$ cat config.mk
export PLATFORM = sky130hd
export DESIGN_NAME = intersection_ctrl_flat
export DESIGN_NICKNAME = d
export VERILOG_FILES = /design/src/rtl/intersection_ctrl_pkg.sv /design/src/rtl/intersection_ctrl_if.sv /design/src/rtl/intersection_ctrl_dwell_timer.sv /design/src/rtl/intersection_ctrl.sv /design/src/flat_wrapper.sv
export SDC_FILE = /design/constraint.sdc
export NUM_CORES = 1
export LEC_CHECK = 0
export CORE_MARGIN = 10
export CORE_UTILIZATION = 48
export DETAILED_ROUTE_END_ITERATION = 12
export PLACE_DENSITY = 0.7
export SETUP_SLACK_MARGIN = 0.05
export SLEW_MARGIN = 25
export SYNTH_ARGS = -nofsm -noshare
export SYNTH_HDL_FRONTEND = slang
export SYNTH_SLANG_ARGS = --single-unit
export TNS_END_PERCENT = 30
$ cat constraint.sdc
create_clock -name Clock -period 2.1 [get_ports Clock]
set_input_delay 0.315 -clock Clock [delete_from_list [all_inputs] [get_ports Clock]]
set_output_delay 0.315 -clock Clock [all_outputs]
set_load 0.05 [all_outputs]
$ cat src/rtl/intersection_ctrl_pkg.sv
// Shared definitions for the intersection controller.
//   - 3-bit state encoding (localparams) and the FSM state type
//   - default dwell constants in clock cycles (1 s tick)
//   - dwell counter width and the lamp bundle with its Moore decode
package intersection_ctrl_pkg;

    localparam int CNT_W = 5;

    localparam logic [2:0] ST_MAIN_GREEN  = 3'd0;
    localparam logic [2:0] ST_MAIN_YELLOW = 3'd1;
    localparam logic [2:0] ST_ALL_RED_A   = 3'd2;
    localparam logic [2:0] ST_PED_WALK    = 3'd3;
    localparam logic [2:0] ST_SIDE_GREEN  = 3'd4;
    localparam logic [2:0] ST_SIDE_YELLOW = 3'd5;
    localparam logic [2:0] ST_ALL_RED_B   = 3'd6;

    typedef enum logic [2:0] {
        MAIN_GREEN  = ST_MAIN_GREEN,
        MAIN_YELLOW = ST_MAIN_YELLOW,
        ALL_RED_A   = ST_ALL_RED_A,
        PED_WALK    = ST_PED_WALK,
        SIDE_GREEN  = ST_SIDE_GREEN,
        SIDE_YELLOW = ST_SIDE_YELLOW,
        ALL_RED_B   = ST_ALL_RED_B
    } state_t;

    localparam int DEF_T_MIN_GRN  = 20;
    localparam int DEF_T_SIDE_GRN = 10;
    localparam int DEF_T_YLW      = 3;
    localparam int DEF_T_ALLRED   = 1;
    localparam int DEF_T_WALK     = 8;

    typedef struct packed {
        logic main_grn;
        logic main_ylw;
        logic main_red;
        logic side_grn;
        logic side_ylw;
        logic side_red;
        logic walk;
    } lamps_t;

    // Exactly one lamp per road in every state; the unused encoding
    // falls back to both roads red.
    function automatic lamps_t decode_lamps(state_t s);
        lamps_t l;
        l = '0;
        case (s)
            MAIN_GREEN: begin
                l.main_grn = 1'b1;
                l.side_red = 1'b1;
            end
            MAIN_YELLOW: begin
                l.main_ylw = 1'b1;
                l.side_red = 1'b1;
            end
            SIDE_GREEN: begin
                l.side_grn = 1'b1;
                l.main_red = 1'b1;
            end
            SIDE_YELLOW: begin
                l.side_ylw = 1'b1;
                l.main_red = 1'b1;
            end
            PED_WALK: begin
                l.main_red = 1'b1;
                l.side_red = 1'b1;
                l.walk     = 1'b1;
            end
            default: begin
                l.main_red = 1'b1;
                l.side_red = 1'b1;
            end
        endcase
        return l;
    endfunction

endpackage

$ cat src/rtl/intersection_ctrl_if.sv
// Detector/button inputs and lamp outputs of the intersection controller.
//   master : environment side (drives CAR_SIDE/PED, observes lamps)
//   slave  : controller side (observes CAR_SIDE/PED, drives lamps)
interface intersection_ctrl_if;

    logic CAR_SIDE;
    logic PED;
    logic MAIN_GRN;
    logic MAIN_YLW;
    logic MAIN_RED;
    logic SIDE_GRN;
    logic SIDE_YLW;
    logic SIDE_RED;
    logic WALK;

    modport master (
        output CAR_SIDE, PED,
        input  MAIN_GRN, MAIN_YLW, MAIN_RED,
        input  SIDE_GRN, SIDE_YLW, SIDE_RED,
        input  WALK
    );

    modport slave (
        input  CAR_SIDE, PED,
        output MAIN_GRN, MAIN_YLW, MAIN_RED,
        output SIDE_GRN, SIDE_YLW, SIDE_RED,
        output WALK
    );

endinterface

$ cat src/rtl/intersection_ctrl_dwell_timer.sv
// dwell_timer: saturating down-counter with terminal-count flag.
// Ports:
//   clk, rst    : clock, asynchronous active-high reset (loads RST_VAL)
//   load_i      : load load_val_i on this edge (state entry)
//   load_val_i  : dwell-1 of the state being entered
//   done_o      : counter reads zero, dwell complete
module dwell_timer
    import intersection_ctrl_pkg::*;
#(
    parameter logic [CNT_W-1:0] RST_VAL = '0
) (
    input  logic             clk,
    input  logic             rst,
    input  logic             load_i,
    input  logic [CNT_W-1:0] load_val_i,
    output logic             done_o
);

    logic [CNT_W-1:0] cnt_q;
    logic [CNT_W-1:0] cnt_d;

    always_comb begin
        cnt_d = cnt_q;
        if (load_i) begin
            cnt_d = load_val_i;
        end else if (cnt_q != '0) begin
            cnt_d = cnt_q - 1'b1;
        end
    end

    always_ff @(posedge clk or posedge rst) begin
        if (rst) begin
            cnt_q <= RST_VAL;
        end else begin
            cnt_q <= cnt_d;
        end
    end

    assign done_o = (cnt_q == '0);

endmodule

$ cat src/rtl/intersection_ctrl.sv
// intersection_ctrl: main/side road traffic light sequencer with
// pedestrian walk phase.
// Ports:
//   Clock : 1 Hz system tick
//   Reset : asynchronous active-high, forces MAIN_GREEN immediately
//   bus   : intersection_ctrl_if.slave (CAR_SIDE, PED in; lamps, WALK out)
//
// state       | meaning
// MAIN_GREEN  | main road green, leaves only after min dwell and a request
// MAIN_YELLOW | main road yellow
// ALL_RED_A   | clearance, dispatches walk (priority), side, or main
// PED_WALK    | pedestrian walk, both roads red
// SIDE_GREEN  | side road green
// SIDE_YELLOW | side road yellow
// ALL_RED_B   | clearance, always returns to MAIN_GREEN
module intersection_ctrl
    import intersection_ctrl_pkg::*;
#(
    parameter int T_MIN_GRN  = DEF_T_MIN_GRN,
    parameter int T_SIDE_GRN = DEF_T_SIDE_GRN,
    parameter int T_YLW      = DEF_T_YLW,
    parameter int T_ALLRED   = DEF_T_ALLRED,
    parameter int T_WALK     = DEF_T_WALK
) (
    input  logic                Clock,
    input  logic                Reset,
    intersection_ctrl_if.slave  bus
);

    state_t           state_q, state_d;
    logic             side_req_q, side_req_d;
    logic             ped_req_q, ped_req_d;
    lamps_t           lamps_q, lamps_d;
    logic             dwell_done;
    logic             state_load;
    logic [CNT_W-1:0] load_val;

    function automatic logic [CNT_W-1:0] dwell_of(state_t s);
        logic [CNT_W-1:0] v;
        case (s)
            MAIN_GREEN:               v = CNT_W'(T_MIN_GRN - 1);
            MAIN_YELLOW, SIDE_YELLOW: v = CNT_W'(T_YLW - 1);
            SIDE_GREEN:               v = CNT_W'(T_SIDE_GRN - 1);
            PED_WALK:                 v = CNT_W'(T_WALK - 1);
            default:                  v = CNT_W'(T_ALLRED - 1);
        endcase
        return v;
    endfunction

    always_comb begin
        state_d = state_q;
        case (state_q)
            MAIN_GREEN: begin
                // Raw inputs are included so a request on the completing
                // edge is not delayed a cycle by the flag register.
                if (dwell_done &&
                    (side_req_q || ped_req_q || bus.CAR_SIDE || bus.PED)) begin
                    state_d = MAIN_YELLOW;
                end
            end
            MAIN_YELLOW: if (dwell_done) state_d = ALL_RED_A;
            ALL_RED_A: begin
                if (dwell_done) begin
                    if (ped_req_q) begin
                        state_d = PED_WALK;
                    end else if (side_req_q) begin
                        state_d = SIDE_GREEN;
                    end else begin
                        state_d = MAIN_GREEN;
                    end
                end
            end
            PED_WALK:    if (dwell_done) state_d = ALL_RED_A;
            SIDE_GREEN:  if (dwell_done) state_d = SIDE_YELLOW;
            SIDE_YELLOW: if (dwell_done) state_d = ALL_RED_B;
            ALL_RED_B:   if (dwell_done) state_d = MAIN_GREEN;
            default:     state_d = MAIN_GREEN;
        endcase
    end

    // Every state change reloads the timer, including the repeated
    // ALL_RED_A entry after a walk phase.
    assign state_load = (state_d != state_q);
    assign load_val   = dwell_of(state_d);

    // Clear has priority over a coincident set on the service-entry edge.
    assign side_req_d = (side_req_q | bus.CAR_SIDE) &
                        ~(state_load && (state_d == SIDE_GREEN));
    assign ped_req_d  = (ped_req_q | bus.PED) &
                        ~(state_load && (state_d == PED_WALK));

    assign lamps_d = decode_lamps(state_d);

    always_ff @(posedge Clock or posedge Reset) begin
        if (Reset) begin
            state_q    <= MAIN_GREEN;
            side_req_q <= 1'b0;
            ped_req_q  <= 1'b0;
            lamps_q    <= decode_lamps(MAIN_GREEN);
        end else begin
            state_q    <= state_d;
            side_req_q <= side_req_d;
            ped_req_q  <= ped_req_d;
            lamps_q    <= lamps_d;
        end
    end

    dwell_timer #(
        .RST_VAL (CNT_W'(T_MIN_GRN - 1))
    ) u_dwell (
        .clk        (Clock),
        .rst        (Reset),
        .load_i     (state_load),
        .load_val_i (load_val),
        .done_o     (dwell_done)
    );

    assign bus.MAIN_GRN = lamps_q.main_grn;
    assign bus.MAIN_YLW = lamps_q.main_ylw;
    assign bus.MAIN_RED = lamps_q.main_red;
    assign bus.SIDE_GRN = lamps_q.side_grn;
    assign bus.SIDE_YLW = lamps_q.side_ylw;
    assign bus.SIDE_RED = lamps_q.side_red;
    assign bus.WALK     = lamps_q.walk;

endmodule

$ cat src/flat_wrapper.sv
// flat-port wrapper written by rule: the top's interface ports become plain ports
module intersection_ctrl_flat import intersection_ctrl_pkg::*;
#(
    parameter int T_MIN_GRN  = DEF_T_MIN_GRN,
    parameter int T_SIDE_GRN = DEF_T_SIDE_GRN,
    parameter int T_YLW      = DEF_T_YLW,
    parameter int T_ALLRED   = DEF_T_ALLRED,
    parameter int T_WALK     = DEF_T_WALK
)
  (Clock, Reset, bus_CAR_SIDE, bus_PED, bus_MAIN_GRN, bus_MAIN_YLW, bus_MAIN_RED, bus_SIDE_GRN, bus_SIDE_YLW, bus_SIDE_RED, bus_WALK);
  intersection_ctrl_if bus_i ();
  input  logic Clock;
  input  logic Reset;
  input wire logic [$bits(bus_i.CAR_SIDE)-1:0] bus_CAR_SIDE;
  input wire logic [$bits(bus_i.PED)-1:0] bus_PED;
  output wire logic [$bits(bus_i.MAIN_GRN)-1:0] bus_MAIN_GRN;
  output wire logic [$bits(bus_i.MAIN_YLW)-1:0] bus_MAIN_YLW;
  output wire logic [$bits(bus_i.MAIN_RED)-1:0] bus_MAIN_RED;
  output wire logic [$bits(bus_i.SIDE_GRN)-1:0] bus_SIDE_GRN;
  output wire logic [$bits(bus_i.SIDE_YLW)-1:0] bus_SIDE_YLW;
  output wire logic [$bits(bus_i.SIDE_RED)-1:0] bus_SIDE_RED;
  output wire logic [$bits(bus_i.WALK)-1:0] bus_WALK;
  assign bus_i.CAR_SIDE = bus_CAR_SIDE;
  assign bus_i.PED = bus_PED;
  assign bus_MAIN_GRN = bus_i.MAIN_GRN;
  assign bus_MAIN_YLW = bus_i.MAIN_YLW;
  assign bus_MAIN_RED = bus_i.MAIN_RED;
  assign bus_SIDE_GRN = bus_i.SIDE_GRN;
  assign bus_SIDE_YLW = bus_i.SIDE_YLW;
  assign bus_SIDE_RED = bus_i.SIDE_RED;
  assign bus_WALK = bus_i.WALK;
  intersection_ctrl #(.T_MIN_GRN(T_MIN_GRN), .T_SIDE_GRN(T_SIDE_GRN), .T_YLW(T_YLW), .T_ALLRED(T_ALLRED), .T_WALK(T_WALK)) u_core (.Clock(Clock), .Reset(Reset), .bus(bus_i));
endmodule
Yosys cells after proc, flatten, opt, wreduce, memory -nomap -nowiden
Cells that the tools add are included.
Cells by class
  add/sub/neg operators: 1
  reductions and logical operators: 15
  multiplexer cells: 19
  bitwise operators: 6
  eq/ne operators: 11
Operators with widths (count)
  two-way mux 3 bit: 8
  case mux 5 bit (4 select lines): 1
  case mux 3 bit (6 select lines): 1
  == test 3 bit, second input constant: 5
  two-way mux 5 bit: 2
  == test 3 x 2 -> 1 bit, second input constant: 3
  OR reduction 2 bit: 4
  two-way mux 1 bit: 7
  == test 3 x 1 -> 1 bit, second input constant: 2
  logical NOT 3 bit: 2
  logical NOT 5 bit: 1
  nonzero test 5 bit: 1
  subtractor 5 x 1 -> 5 bit, second input constant: 1
  logical AND 1 bit: 3
  logical OR 1 bit: 3
  inequality test 3 bit: 1
  bitwise AND 1 bit: 2
  inverter 1 bit: 2
  bitwise OR 1 bit: 2
  nonzero test 2 bit: 1
Storage, ports and cells
  register bits: 17
  input bits: 4
  word-level logic and storage cells: 63

Longest topological paths before layout
Gate-level depths: netlist of the first run.
  depth in word-level cells: 10
  depth in mapped cells: 7

By module
Synthesis of the first run repeated with hierarchy kept, for this count alone.
Second synthesis, totals
  cells, all modules: 85
  area total of the unflattened synthesis: 877.1 um^2
By module, submodules not included
  intersection_ctrl: area each 590.6 um^2, cells each 57, instances 1, seq. area each 302.8 um^2
  dwell_timer: area each 286.5 um^2, cells each 28, instances 1, seq. area each 128.9 um^2

Worst setup path after synthesis of the first run
OpenSTA, ideal clock, no wires.
  kind: register -> register
  start point: reg u_core.u_dwell.cnt_q[0]
  end point: reg u_core.u_dwell.cnt_q[3]
  setup time: 0.143 ns
  arrival time: 1.628 ns
  setup slack: 0.329 ns
  clock period less this slack: 1.771 ns
  stages on the path, launching flop included: 8
  cells stage by stage: dfstp_2 -> inv_1 -> ha_1 -> or4b_4 -> buf_6 -> a21bo_1 -> a31oi_1 -> a21oi_1
On the way
  cells in the longest elaborated chain, start to end: 8
  elaborated cells on any way between the ends: 22
  those cells by class: 1 x add/sub; 5 x eq/ne; 10 x mux; 6 x reduce/logical
RTL lines
  from (decl): RTL line intersection_ctrl_dwell_timer.sv:19  | logic [CNT_W-1:0] cnt_q;
  from (signal assigned): RTL line intersection_ctrl_dwell_timer.sv:35  | cnt_q <= cnt_d;
  logical NOT 5 bit: RTL line intersection_ctrl_dwell_timer.sv:39  | assign done_o = (cnt_q == '0);
  logical AND 1 bit: RTL line intersection_ctrl.sv:56  | if (dwell_done &&
  two-way mux 3 bit: RTL line intersection_ctrl.sv:56
  case mux 3 bit (6 select lines): RTL line intersection_ctrl.sv:52  | case (state_q)
  == test 3 x 1 -> 1 bit / == test 3 bit (equally long branches): RTL line intersection_ctrl.sv:40  | case (s)
  OR reduction 2 bit: RTL line intersection_ctrl.sv:40
  case mux 5 bit (4 select lines): RTL line intersection_ctrl.sv:40
  two-way mux 5 bit: RTL line intersection_ctrl_dwell_timer.sv:24  | if (load_i) begin
Parallel ways exist; a longest one is shown, timed or not. The select of a mux whose other input is x is not followed.
A chain may end at the register's enable or synchronous reset.

Final worst setup path of the first run
  start point: reg u_core.u_dwell.cnt_q[0]
  end point: reg u_core.u_dwell.cnt_q[4]
The elaborated chain is that of the path after synthesis.

==> impl.org, run 1 <==
** Floorplanning
- Starting utilization of the core area :: 49.5%
- The die is 64.8 um tall.
- Overall die area :: 4200 sq um
- Number of placement rows :: 16
- Number of top-level pins :: 11
- Std-Cell Core Area :: 1940 sq um
- Width of the die :: 64.8 um

** Setup path
- Critical Path, Cell by Cell :: inv_1 -> ha_1 -> or4b_4 -> buf_4 -> a21boi_2 -> nor2_1 -> o31ai_1
- Critical path origin :: u_core.u_dwell.cnt_q[0]$_DFFE_PP1P_
- Slowest cell on the critical path :: sky130_fd_sc_hd__or4b_4
- The worst setup path is of the reg2reg kind.
- The worst setup path is launched from a register.
- CP peak stage delay :: 0.53 ns
- The worst register-to-register path has a depth of 7.
- WP depth :: 7
- STA puts the critical path data required time at 2.32 ns.
- Reg2Reg Launch Point :: u_core.u_dwell.cnt_q[0]$_DFFE_PP1P_
- Of all nets on the critical path, the largest fanout is 5.
- Reg-to-reg slack, setup :: 0.12 ns
- In this run the critical register-to-register path is captured at u_core.u_dwell.cnt_q[4]$_DFFE_PP1P_.
- Data arrival at the endpoint of the critical path :: 2.20 ns
- STA classifies the critical path endpoint as a register.
- Category of cells accounting for the largest share of critical-path delay :: simple AND/OR/NAND/NOR gates
- Count of buffer and inverter cells on the critical path :: 2
- In this run the worst setup path terminates at u_core.u_dwell.cnt_q[4]$_DFFE_PP1P_.

** Synth
- Synthesized net count :: 99
- Share of synthesized flip-flops with an asynchronous set or reset :: 100%
- Sequential cells were found to cover 44.9% of the synthesized design area.
- The synthesized design contains 17 register bits.
- Cell area after technology mapping :: 962 sq um
- Unique masters post-synth :: 40
- Prevailing post-synth register cell :: sky130_fd_sc_hd__dfrtp_1
- For this run, the number of Yosys warnings is 0.
- Average footprint of a synthesized cell :: 10.3 sq um
- Number of cells produced by synthesis :: 93
- Post-synth EDFFs :: 0

** GRT
- Vias in the first global route :: 735
- Global router's overall resource usage :: 10.2%
- For this run the aggregate overflow at the end of global routing stands at 0.
- Maximum number of pins on one net before global-route repair :: 18
- Wire length of the first global-routing pass :: 3390 um
- Antenna violations before repair :: 0

** Timing
- Total count of hold-check failures in the final report :: 0
- Static timing analysis puts the maximum clock frequency at 0.505 GHz.
- Setup violations remaining at the end of the flow were counted as 0.
- Between clock sinks in the finished design, the worst skew comes to 0.00521 ns.
- Setup repair after global routing missed its margin :: true
- Sum Neg Setup Slack :: 0 ns
- The clock period could shrink to 1.98 ns.
- Slew @ Worst Pin :: 0.619 ns
- Dividing the final minimum period by the clock period gives 94.3%.
- The count of pins over their slew limit is 0.
- Relative max-transition margin :: 58.7%

** Place
- During placement, the flow inserted port buffers numbering 10.
- Number of placed instances with taps included :: 127
- Post-detailed-placement half-perimeter wirelength :: 1540 um
- Gpl congestion :: 0.770

** CTS
- TritonCTS built the clock tree.
- Clock latency on the worst-skew pair :: 0.31 ns
- After clock tree synthesis, the flow added hold-fix buffers numbering 0.
- In this run the deepest clock path goes through 2 buffers.
- Clk Tree Root Cell :: sky130_fd_sc_hd__clkbuf_4
- H-tree depth :: 1
- CTS Buf Count :: 3
- CTS saw 17 sinks.
- Clk slew on worst S/H paths :: 0.10 ns

** Route
- In the final routed layout, each cell accounts on average for 15.8 um.
- Vias :: 764
- In the routed design, unresolved DRC markers number 0.
- Average via count per standard cell :: 5.66
- In this run the remaining antenna-violating nets after routing total 0.
- Detailed-routing iteration count for the pre-antenna-repair pass :: 4
- The first routing iteration left 23 violations.
- WL final :: 2140 um

** Pwr
- Switch Pwr :: 0.718 mW
- Summed over all cells, the static leakage comes to 0.461 nW.
- In this run the power density over the cells is 1420 nW/um^2.
- The share of total power dissipated in sequential elements is 35.7%.
- Net switching is 44.3% of the power.
- Clock group share of total power :: 11.4%
- VDD sags by at most 759 uV.
- Cell internal power dissipation :: 0.901 mW
- Of the total power, combinational logic draws 52.9%.

** Worst hold path
- The path class of the tightest hold or removal check is in2async.

** Cells and area
- Final antenna diode count :: 0
- Largest registers :: u_core.u_dwell.cnt_q: 5 flops, u_core.state_q: 3 flops
- The register with the most flip-flops in the layout has 5 of them.
- In the final layout, the share of cells above drive strength 1 is 24.1%.
- For this run, the share of the core covered by cells in the final layout is 58.6%.
- Number of cells in the finished layout apart from fillers :: 135
- After the last flow step, the layout net total stands at 115.
- Top register by number of flip-flops :: u_core.u_dwell.cnt_q
- Number of filler cells placed in the layout :: 177
- Flip-flop and latch area :: 432 sq um
- Total area of multi-input combinational cells :: 502 sq um
- Relative to the synthesized area, the layout overhead comes to 18.3%.

** Run status
- The run finished with clean final reports.

** Flow run
- Number of max-cap violations :: 0
==> cell families (layout without fill, tap and decap cells) <==
family,Yosys count,count (layout),synth area share [%]
compound gates,24,24,18.7
xor+xnor,3,3,2.73
fa+ha+maj,2,2,2.60
buf+inv,8,22,5.07
flops,17,17,44.9
mux,2,2,2.21
simple gates,37,38,23.8
==> power by group through the flow <==
stage	clock network, mW	logic (mW)	registers, mW
after floorplan	0	0.605	0.608
after global placement	0	0.781	0.570
after detailed placement	0	0.795	0.576
after CTS	0.183	0.802	0.569
after global routing	0.193	0.935	0.597
final	0.185	0.857	0.578
==> stage by stage <==
stage	hold WS (ns)	total power [mW]	cell area, sq um	worst slack (ns)
after floorplan	0.237	1.21	962	0.329
after global placement	0.546	1.35	1070	0.145
after detailed placement	0.572	1.37	1070	0.0967
after CTS	0.397	1.55	1100	0.0734
after global routing	0.438	1.72	1140	0.0138
final	0.368	1.62	1140	0.120
==> repair_timing <==
action	in CTS	in global routing
setup buffers	0	3
setup endpoints to repair	0	4
resized for setup	0	2
==> synthesized netlist by cell type (2+ instances only) <==
| library cell | n | area share [%] |
|---|---|---|
| sky130_fd_sc_hd__xnor2_1 | 2 | 1.8 |
| sky130_fd_sc_hd__nor3_1 | 4 | 2.1 |
| sky130_fd_sc_hd__o21ai_0 | 2 | 1.0 |
| sky130_fd_sc_hd__nor2b_1 | 4 | 2.6 |
| sky130_fd_sc_hd__ha_1 | 2 | 2.6 |
| sky130_fd_sc_hd__dfstp_2 | 5 | 14 |
| sky130_fd_sc_hd__nand2b_1 | 4 | 2.6 |
| sky130_fd_sc_hd__o31ai_1 | 2 | 1.6 |
| sky130_fd_sc_hd__a21oi_1 | 6 | 3.1 |
| sky130_fd_sc_hd__inv_1 | 3 | 1.2 |
| sky130_fd_sc_hd__dfrtp_1 | 12 | 31 |
| sky130_fd_sc_hd__a31oi_1 | 4 | 2.6 |
| sky130_fd_sc_hd__buf_6 | 2 | 2.3 |
| sky130_fd_sc_hd__nor2_1 | 11 | 4.3 |
| sky130_fd_sc_hd__nand2_1 | 5 | 2.0 |
==> final cells by class <==
cell class                 count  share of cell area [%]
sequential                    17                    37.9
clock buffer                   4                    2.31
timing repair buffer          14                    11.4
inverter                       4                    1.32
tap                           27                    2.97
multi-input combinational     69                    44.1
==> placed cells by master, fill, tap and decap left out, drive strengths merged, types with 5 or more instances in the layout <==
cell           instances
dfrtp                 12
clkdlybuf4s50         10
dfstp                  5
nand2                  6
a31oi                  5
a21oi                  6
nor2                  11
==> worst register-to-register path, stage by stage (launching register included) <==
cell and delay [ns]:
sky130_fd_sc_hd__dfstp_2 0.39, sky130_fd_sc_hd__inv_1 0.08, sky130_fd_sc_hd__ha_1 0.22, sky130_fd_sc_hd__or4b_4 0.54
sky130_fd_sc_hd__buf_4 0.17, sky130_fd_sc_hd__a21boi_2 0.15, sky130_fd_sc_hd__nor2_1 0.09, sky130_fd_sc_hd__o31ai_1 0.26
==> worst min-delay path by stage <==
stage	slack, ns	end	startpoint	cells past startpoint
after CTS	0.40	u_core.state_q[2]$_DFF_PP0_	Reset	2
after floorplan	0.24	u_core.bus.MAIN_RED$_DFF_PP0_	Reset	1
after global placement	0.55	u_core.side_req_q$_DFF_PP0_	u_core.side_req_q$_DFF_PP0_	2
final	0.37	u_core.state_q[2]$_DFF_PP0_	Reset	2
after detailed placement	0.57	u_core.ped_req_q$_DFF_PP0_	u_core.ped_req_q$_DFF_PP0_	1
after global routing	0.44	u_core.state_q[2]$_DFF_PP0_	Reset	2
==> layer usage <==
layer	vias to the layer above	global-route usage [%]	wire, um
li1	366	-	-
met1	371	11.2	870
met2	20	17.5	1090
met3	7	3.09	132
met4	0	4.81	44
met5	-	0	0
No activity file was read; power rests on OpenSTA's default activity.
==> run 2, diff against run 1 <==
CORE_MARGIN = 8   (was 10)
clock period = 2.49 ns   (was 2.1 ns; I/O delays follow)
==> run 2 against run 1 <==
  * Register-to-register slack better by 0.32 ns
  * Total power down 21%
  * Cell area down 4.4%
  * Clock-buffer cell count unchanged
  * Non-clock buffer count down 4
  * Flip-flop and latch count unchanged
  * First-iteration DRC count down 35%
  * Sequential share of layout area up 1.7 points
  * Largest cell class unchanged
  * Critical endpoint is now u_core.u_dwell.cnt_q[0]$_DFFE_PP1P_
  * Critical path depth unchanged
  * Via count down 7.1%
  * Cell count down 3.7%
  * Combinational power down 23%
==> impl.org, run 2 (synthesized netlist as in run 1, its figures left out) <==
** Timing
- Setup skew after layout :: 0.00509 ns (-0.000120 ns)
- Final-report max-slew violation count :: 0 (unchanged)
- Post-layout min period :: 2.05 ns (+0.0742 ns)
- Total count of hold-check failures in the final report :: 0 (unchanged)
- The maximum achievable frequency was 0.487 GHz (-3.6%).
- Setup repair after global routing left no endpoint under its margin.
- Final period util :: 82.5% (-12 points)
- Slew @ Worst Pin :: 0.626 ns (+0.00654 ns)
- Sum Neg Setup Slack :: 0 ns (unchanged)
- The setup violation total in the final timing report is 0 (unchanged).
- Relative max-transition margin :: 58.2% (-0.44 points)

** Route
- The detailed-route via count is 710 (-7.1%).
- WL final :: 1840 um (-14%)
- Number of DRC violations after detailed routing :: 0 (unchanged)
- Detailed-routing iteration count for the pre-antenna-repair pass :: 4 (unchanged)
- The number of violations reported at the end of detailed-routing iteration 0 is 15 (-35%).
- Post-detailed-route wirelength per cell :: 14.1 um (-11%)
- Remaining number of nets flagged by the antenna check after routing :: 0 (unchanged)
- The per-cell via count in the routed design is 5.46 (-3.5%).

** Floorplanning
- The core footprint came to 1920 sq um (-1.0%).
- Starting utilization of the core area :: 50.1% (+0.52 points)
- The die width is 60.8 um (-6.2%).
- Overall die area :: 3690 sq um (-12%)
- The height of the die was 60.8 um (-6.2%).
- Number of top-level pins :: 11 (unchanged)
- Number of placement rows :: 16 (unchanged)

** Setup path
- Critical Path, Cell by Cell :: inv_1 -> ha_1 -> nor4b_4 -> a21oi_1 -> a22oi_2 -> inv_2 -> o31ai_1
- The count of buffer and inverter cells on the critical path is 2 (unchanged).
- Reg2Reg Launch Point :: u_core.u_dwell.cnt_q[0]$_DFFE_PP1P_
- Category of cells accounting for the largest share of critical-path delay :: compound AO/OA/AOI/OAI gates
- Data arrival at the endpoint of the critical path :: 2.24 ns (+0.04 ns)
- The critical path is of the reg2reg type.
- The critical path's largest stage delay is 0.48 ns (-0.05 ns).
- Critical path data required time :: 2.68 ns (+0.36 ns)
- Type of destination of the critical path :: register
- Slowest cell on the critical path :: sky130_fd_sc_hd__nor4b_4
- The worst register-to-register path ends at u_core.u_dwell.cnt_q[0]$_DFFE_PP1P_.
- Reg-to-reg slack, setup :: 0.44 ns (+0.32 ns)
- Kind of launch point of the worst setup path :: register
- Highest fanout seen on the critical path :: 9 (+4)
- R2r worst-path depth :: 7 (unchanged)

** CTS
- Number of buffers inserted by post-CTS setup repair :: 0 (unchanged)
- The clock tree buffer depth is 2 (unchanged).
- CTS Hold Buffers Added :: 0 (unchanged)
- TritonCTS built the clock tree.
- The count of instances resized after the clock tree is built came to 0 (unchanged).
- TritonCTS Sinks :: 17 (unchanged)
- The depth of the CTS H-tree is 1 (unchanged).
- The root buffer cell chosen for the clock tree is sky130_fd_sc_hd__clkbuf_4.
- The clock-pin slew on the worst setup and hold paths was 0.10 ns (about the same).
- The total CTS buffers is 3 (unchanged).
- The source-to-sink clock delay at the later pin of the worst-skew pair came to 0.28 ns (-0.03 ns).

** Cells and area
- Top register by number of flip-flops :: u_core.u_dwell.cnt_q
- Largest registers :: u_core.u_dwell.cnt_q: 5 flops, u_core.state_q: 3 flops
- Max FFs per register :: 5 (unchanged)
- The share of cells above drive strength 1 was 19.4% (-4.7 points).
- The library cell used most frequently in the layout, excluding fill and tap cells, is sky130_fd_sc_hd__dfrtp_1.
- The antenna diode instance count came to 0 (unchanged).
- Number of nets at the end of the flow :: 110 (-4.3%)
- Commonest non-fill, non-tap cells in the layout :: 12 x sky130_fd_sc_hd__dfrtp_1, 11 x sky130_fd_sc_hd__nor2_1, 10 x sky130_fd_sc_hd__clkdlybuf4s50_1
- Number of cells in the finished layout apart from fillers :: 130 (-3.7%)
- From synthesis to final layout, the design area changed by 13.1%.
- Final design area excluding fillers :: 1090 sq um (-4.4%)

** Worst hold path
- The path class of the tightest hold or removal check is in2async.

** Place
- The total placed cells including tap cells came to 126 (-0.79%).
- Dpl cell area :: 1060 sq um (-0.70%)
- The HPWL after detailed placement is 1390 um (-10%).
- Port Buffers :: 10 (unchanged)
- Gpl congestion :: 0.850 (+10%)

** Pwr
- The leakage power total is 0.437 nW (-5.3%).
- The maximum VDD drop was 632 uV (-17%).
- Power density over the cells :: 1170 nW/um^2 (-17%)
- Total power of the final layout :: 1.28 mW (-21%)

** GRT
- Antenna violations before repair :: 0 (unchanged)
- Maximum number of pins on one net before global-route repair :: 18 (unchanged)
- The via count of the first global-routing pass is 721 (-1.9%).
- Wire length of the first global-routing pass :: 3220 um (-5.1%)
- Total overflow reported by the global router :: 0 (unchanged)
- The total global routing track utilization was 11.5% (+1.3 points).

** Run status
- Run status :: completed

** Flow run
- Number of max-cap violations :: 0 (unchanged)
## run 2: cell type report
| class | instances | area [sq um] |
|---|---|---|
| multi-input cells | 68 | 482 |
| fillers | 187 | 833 |
| well taps | 27 | 33.8 |
| repair buffers | 10 | 100 |
| clock buffers | 4 | 26.3 |
| inverters | 4 | 15.0 |
| flip-flops and latches | 17 | 432 |
## run 2: worst max-delay path by stage
stage | start | to | slack [ns] | cells after the start
2_1_floorplan | u_core.u_dwell.cnt_q[0]$_DFFE_PP1P_ | u_core.u_dwell.cnt_q[3]$_DFFE_PP0P_ | 0.72 | 7
3_3_place_gp | u_core.u_dwell.cnt_q[0]$_DFFE_PP1P_ | u_core.u_dwell.cnt_q[4]$_DFFE_PP1P_ | 0.52 | 7
3_5_place_dp | u_core.u_dwell.cnt_q[0]$_DFFE_PP1P_ | u_core.u_dwell.cnt_q[0]$_DFFE_PP1P_ | 0.46 | 7
4_1_cts | u_core.u_dwell.cnt_q[0]$_DFFE_PP1P_ | u_core.u_dwell.cnt_q[0]$_DFFE_PP1P_ | 0.43 | 7
5_1_grt | u_core.u_dwell.cnt_q[0]$_DFFE_PP1P_ | u_core.u_dwell.cnt_q[0]$_DFFE_PP1P_ | 0.26 | 7
6_report | u_core.u_dwell.cnt_q[0]$_DFFE_PP1P_ | u_core.u_dwell.cnt_q[0]$_DFFE_PP1P_ | 0.44 | 7
## run 2: layer usage
metal,GRT usage (%),part of all wire [%],vias to the layer above
li1,-,-,347
met1,13.4,45,349
met2,17.6,48,10
met3,4.66,5.3,4
met4,5.65,2.0,0
met5,0,0,-
## run 2: worst register-to-register path, stage by stage, from the launching register on
cell and delay [ns]:
sky130_fd_sc_hd__dfstp_2 0.39, sky130_fd_sc_hd__inv_1 0.09, sky130_fd_sc_hd__ha_1 0.20, sky130_fd_sc_hd__nor4b_4 0.48, sky130_fd_sc_hd__a21oi_1 0.10, sky130_fd_sc_hd__a22oi_2 0.32, sky130_fd_sc_hd__inv_2 0.11, sky130_fd_sc_hd__o31ai_1 0.27
## run 2: metrics by stage
stage               worst slack, ns  util [%]  hold slack, ns
CTS                           0.435      56.6           0.468
floorplan                     0.719         -           0.296
finish                        0.436      56.6           0.455
detailed placement            0.464      55.3           0.560
global placement              0.522      55.3           0.550
global route                  0.264      56.6           0.522
## run 2: where the power goes
group | switching [mW] | internal (mW) | leakage [nW]
Combinational | 0.377 | 0.281 | 0.227
Sequential | 0.101 | 0.376 | 0.194
Clock | 0.0818 | 0.0621 | 0.0150
Total | 0.560 | 0.719 | 0.437
==> run 3, diff against run 2 <==
clock period = 1.9 ns   (was 2.49 ns; I/O delays follow)
==> run 3 against run 2 <==
  * Non-clock buffer count increased by 14
  * Clock skew rose by 0.0067 ns
  * Critical path depth fell by 1
  * Register-to-register slack lost 0.43 ns
  * Cell count is 11% higher
  * Cell area is 16% higher
  * Sequential power is 29% higher
  * Critical path type unchanged
  * Largest cell class unchanged
  * Largest power group unchanged
  * Highest routed layer unchanged
==> impl.org, run 3 (synthesized netlist as in run 1, its figures left out) <==
** Floorplanning
- Number of top-level pins :: 11 (unchanged)
- The number of placement rows came to 16 (unchanged).
- The core footprint was 1920 sq um (unchanged).
- Chip Height :: 60.8 um (unchanged)
- Width of the die :: 60.8 um (unchanged)
- Overall die area :: 3690 sq um (unchanged)
- Starting utilization of the core area :: 50.1% (unchanged)

** Place
- Port Buffers :: 10 (unchanged)
- The HPWL after detailed placement is 1520 um (+9.7%).
- Number of placed instances with taps included :: 135 (+7.1%)
- Gpl congestion :: 0.865 (+1.8%)

** Pwr
- Power share of the sequential group :: 31.4% (-5.9 points)
- The power dissipated by switching net loads came to 0.860 mW (+54%).
- The clock share of power is 9.9% (-1.4 points).
- Combinational share of power :: 58.7% (+7.2 points)
- Share of total power consumed by net switching :: 43.8% (about the same)
- The overall power after layout was 1.96 mW (+54%).
- The design internal power was 1.10 mW (+54%).
- The leakage power total came to 0.541 nW (+24%).
- Peak supply drop :: 870 uV (+38%)
- Power density over the cells :: 1560 nW/um^2 (+33%)

** Route
- Detailed-routing iteration count for the pre-antenna-repair pass :: 4 (unchanged)
- Post-detailed-route wirelength per cell :: 15.5 um (+10%)
- Average via count per standard cell :: 5.62 (+2.9%)
- The aggregate routed wire length was 2240 um (+22%).
- Number of DRC violations after detailed routing :: 0 (unchanged)
- Highest metal used :: met4
- Remaining number of nets flagged by the antenna check after routing :: 0 (unchanged)
- Metal2 WL :: 1120 um (+27%)
- The length of routed met3 wiring is 102 um (+5.2%).
- The number of violations reported at the end of detailed-routing iteration 0 was 19 (+4).
- Vias :: 809 (+14%)
- Detailed-route wire length on metal 1 :: 952 um (+16%)

** Run status
- The run finished with clean final reports.

** Cells and area
- Final antenna diode count :: 0 (unchanged)
- Number of cells in the finished layout apart from fillers :: 144 (+11%)
- The number of flip-flops under the largest register name came to 5 (unchanged).
- Compared with the post-synthesis result, the final layout area differs by 30.8%.
- The number of nets in the layout is 124 (+13%).
- The share of cells above drive strength 1 is 38.5% (+19 points).
- In the final layout, the registers with the most flip-flops are u_core.u_dwell.cnt_q: 5 flops, u_core.state_q: 3 flops.
- Ranked by flip-flop count, first place goes to u_core.u_dwell.cnt_q.
- The library cell used most frequently in the layout, excluding fill and tap cells, is sky130_fd_sc_hd__buf_4.
- Commonest non-fill, non-tap cells in the layout :: 14 x sky130_fd_sc_hd__buf_4, 12 x sky130_fd_sc_hd__dfrtp_1, 10 x sky130_fd_sc_hd__nor2_1

** CTS
- CTS Buf Count :: 3 (unchanged)
- H-tree depth :: 1 (unchanged)
- The total number of clock tree sinks was 17 (unchanged).
- Clk Tree Root Cell :: sky130_fd_sc_hd__clkbuf_4
- The clock tree buffer depth is 2 (unchanged).
- TritonCTS clock tree :: yes
- Clk slew on worst S/H paths :: 0.11 ns (about the same)
- The source-to-sink clock delay at the later pin of the worst-skew pair came to 0.30 ns (+0.02 ns).

** GRT
- Maximum number of pins on one net before global-route repair :: 18 (unchanged)
- Vias in the first global route :: 773 (+7.2%)
- Wire length of the first global-routing pass :: 3580 um (+11%)
- The total congestion overflow was 0 (unchanged).
- The initial antenna violation count came to 0 (unchanged).
- The total global routing track utilization is 13.2% (+1.8 points).

** Setup path
- The signal on the critical path passes through inv_2 -> ha_4 -> or4b_4 -> a221oi_4 -> nand2_2 -> o31ai_2.
- The maximum net fanout on the critical path came to 8 (-1).
- Data arrival at the endpoint of the critical path :: 2.12 ns (-0.12 ns)
- Critical path data required time :: 2.12 ns (-0.56 ns)
- The count of buffer and inverter cells on the critical path is 1 (-1).
- Among cell families on the critical path, the largest total delay comes from simple AND/OR/NAND/NOR gates.
- The worst setup path is captured at a register.
- Kind of launch point of the worst setup path :: register
- The slowest stage of the critical path is the sky130_fd_sc_hd__or4b_4 cell.
- The critical path's largest stage delay is 0.56 ns (+0.08 ns).
- Worst setup path class :: reg2reg

** Timing
- Final-report setup violation count :: 0 (unchanged)
- The worst clock skew was 0.0118 ns (+0.00666 ns).
- Setup repair after global routing missed its margin :: true
- Relative max-transition margin :: 58.4% (+0.16 points)
- Total count of hold-check failures in the final report :: 0 (unchanged)
- The minimum clock period after layout is 1.90 ns (-0.159 ns).
- Final period util :: 99.8% (+17 points)
- Slew @ Worst Pin :: 0.623 ns (-0.00233 ns)
- Top achievable clock speed :: 0.528 GHz (+8.4%)
- The count of pins over their slew limit is 0 (unchanged).

** Flow run
- Number of max-cap violations :: 0 (unchanged)

** Worst hold path
- Worst min-delay path class :: in2async
==> run 3: timing repair <==
item,4_1_cts,5_1_grt
setup buffers,4,1
hold buffers,0,0
gates resized for setup,6,8
gates cloned,0,0
setup endpoints to repair,7,9
pin swaps,6,4
==> run 3: per-stage QoR <==
stage,hold slack [ns],utilization (%),worst slack (ns),cell area (sq um),TNS (ns)
after CTS,0.373,62.7,-0.0141,1200,-0.0141
after global routing,0.450,65.5,-0.0558,1260,-0.248
after detailed placement,0.572,58.5,-0.0685,1120,-0.104
final,0.351,65.5,0.00452,1260,0
after floorplan,0.207,-,0.129,962,0
after global placement,0.568,58.5,-0.0169,1120,-0.0169
==> run 3: worst paths after layout <==
check,from,to,slack [ns],depth (start not counted)
max,u_core.u_dwell.cnt_q[1]$_DFFE_PP1P_,u_core.u_dwell.cnt_q[4]$_DFFE_PP1P_,0.005,6
min,Reset,u_core.u_dwell.cnt_q[2]$_DFFE_PP0P_,0.35,2
max reg2reg,u_core.u_dwell.cnt_q[1]$_DFFE_PP1P_,u_core.u_dwell.cnt_q[4]$_DFFE_PP1P_,0.005,6
min reg2reg,u_core.ped_req_q$_DFF_PP0_,u_core.ped_req_q$_DFF_PP0_,0.59,1
max in group asynchronous,Reset,u_core.bus.SIDE_GRN$_DFF_PP0_,1.14,2
min in group Clock,u_core.ped_req_q$_DFF_PP0_,u_core.ped_req_q$_DFF_PP0_,0.59,1
==> run 3: layout make-up <==
| cell class | count | area, sq um |
|---|---|---|
| clock inverter | 1 | 5.00 |
| fill | 151 | 663 |
| inverter | 4 | 15.0 |
| sequential | 17 | 432 |
| timing repair buffer | 24 | 208 |
| multi-input combinational | 68 | 543 |
| clock buffer | 3 | 22.5 |
| tap | 27 | 33.8 |
==> run 3: power groups by stage <==
stage          clock (mW)  sequential [mW]  combinational (mW)
2_1_floorplan           0            0.672               0.669
3_3_place_gp            0            0.610               0.972
3_5_place_dp            0            0.613               0.988
4_1_cts             0.204            0.611                1.07
5_1_grt             0.216            0.633                1.25
6_report            0.195            0.617                1.15
==> run 3: routing by layer <==
metal / up-vias / track usage [%]
li1: 376 / -
met1: 413 / 14.6
met2: 14 / 21.9
met3: 6 / 4.24
met4: 0 / 7.64
met5: - / 0
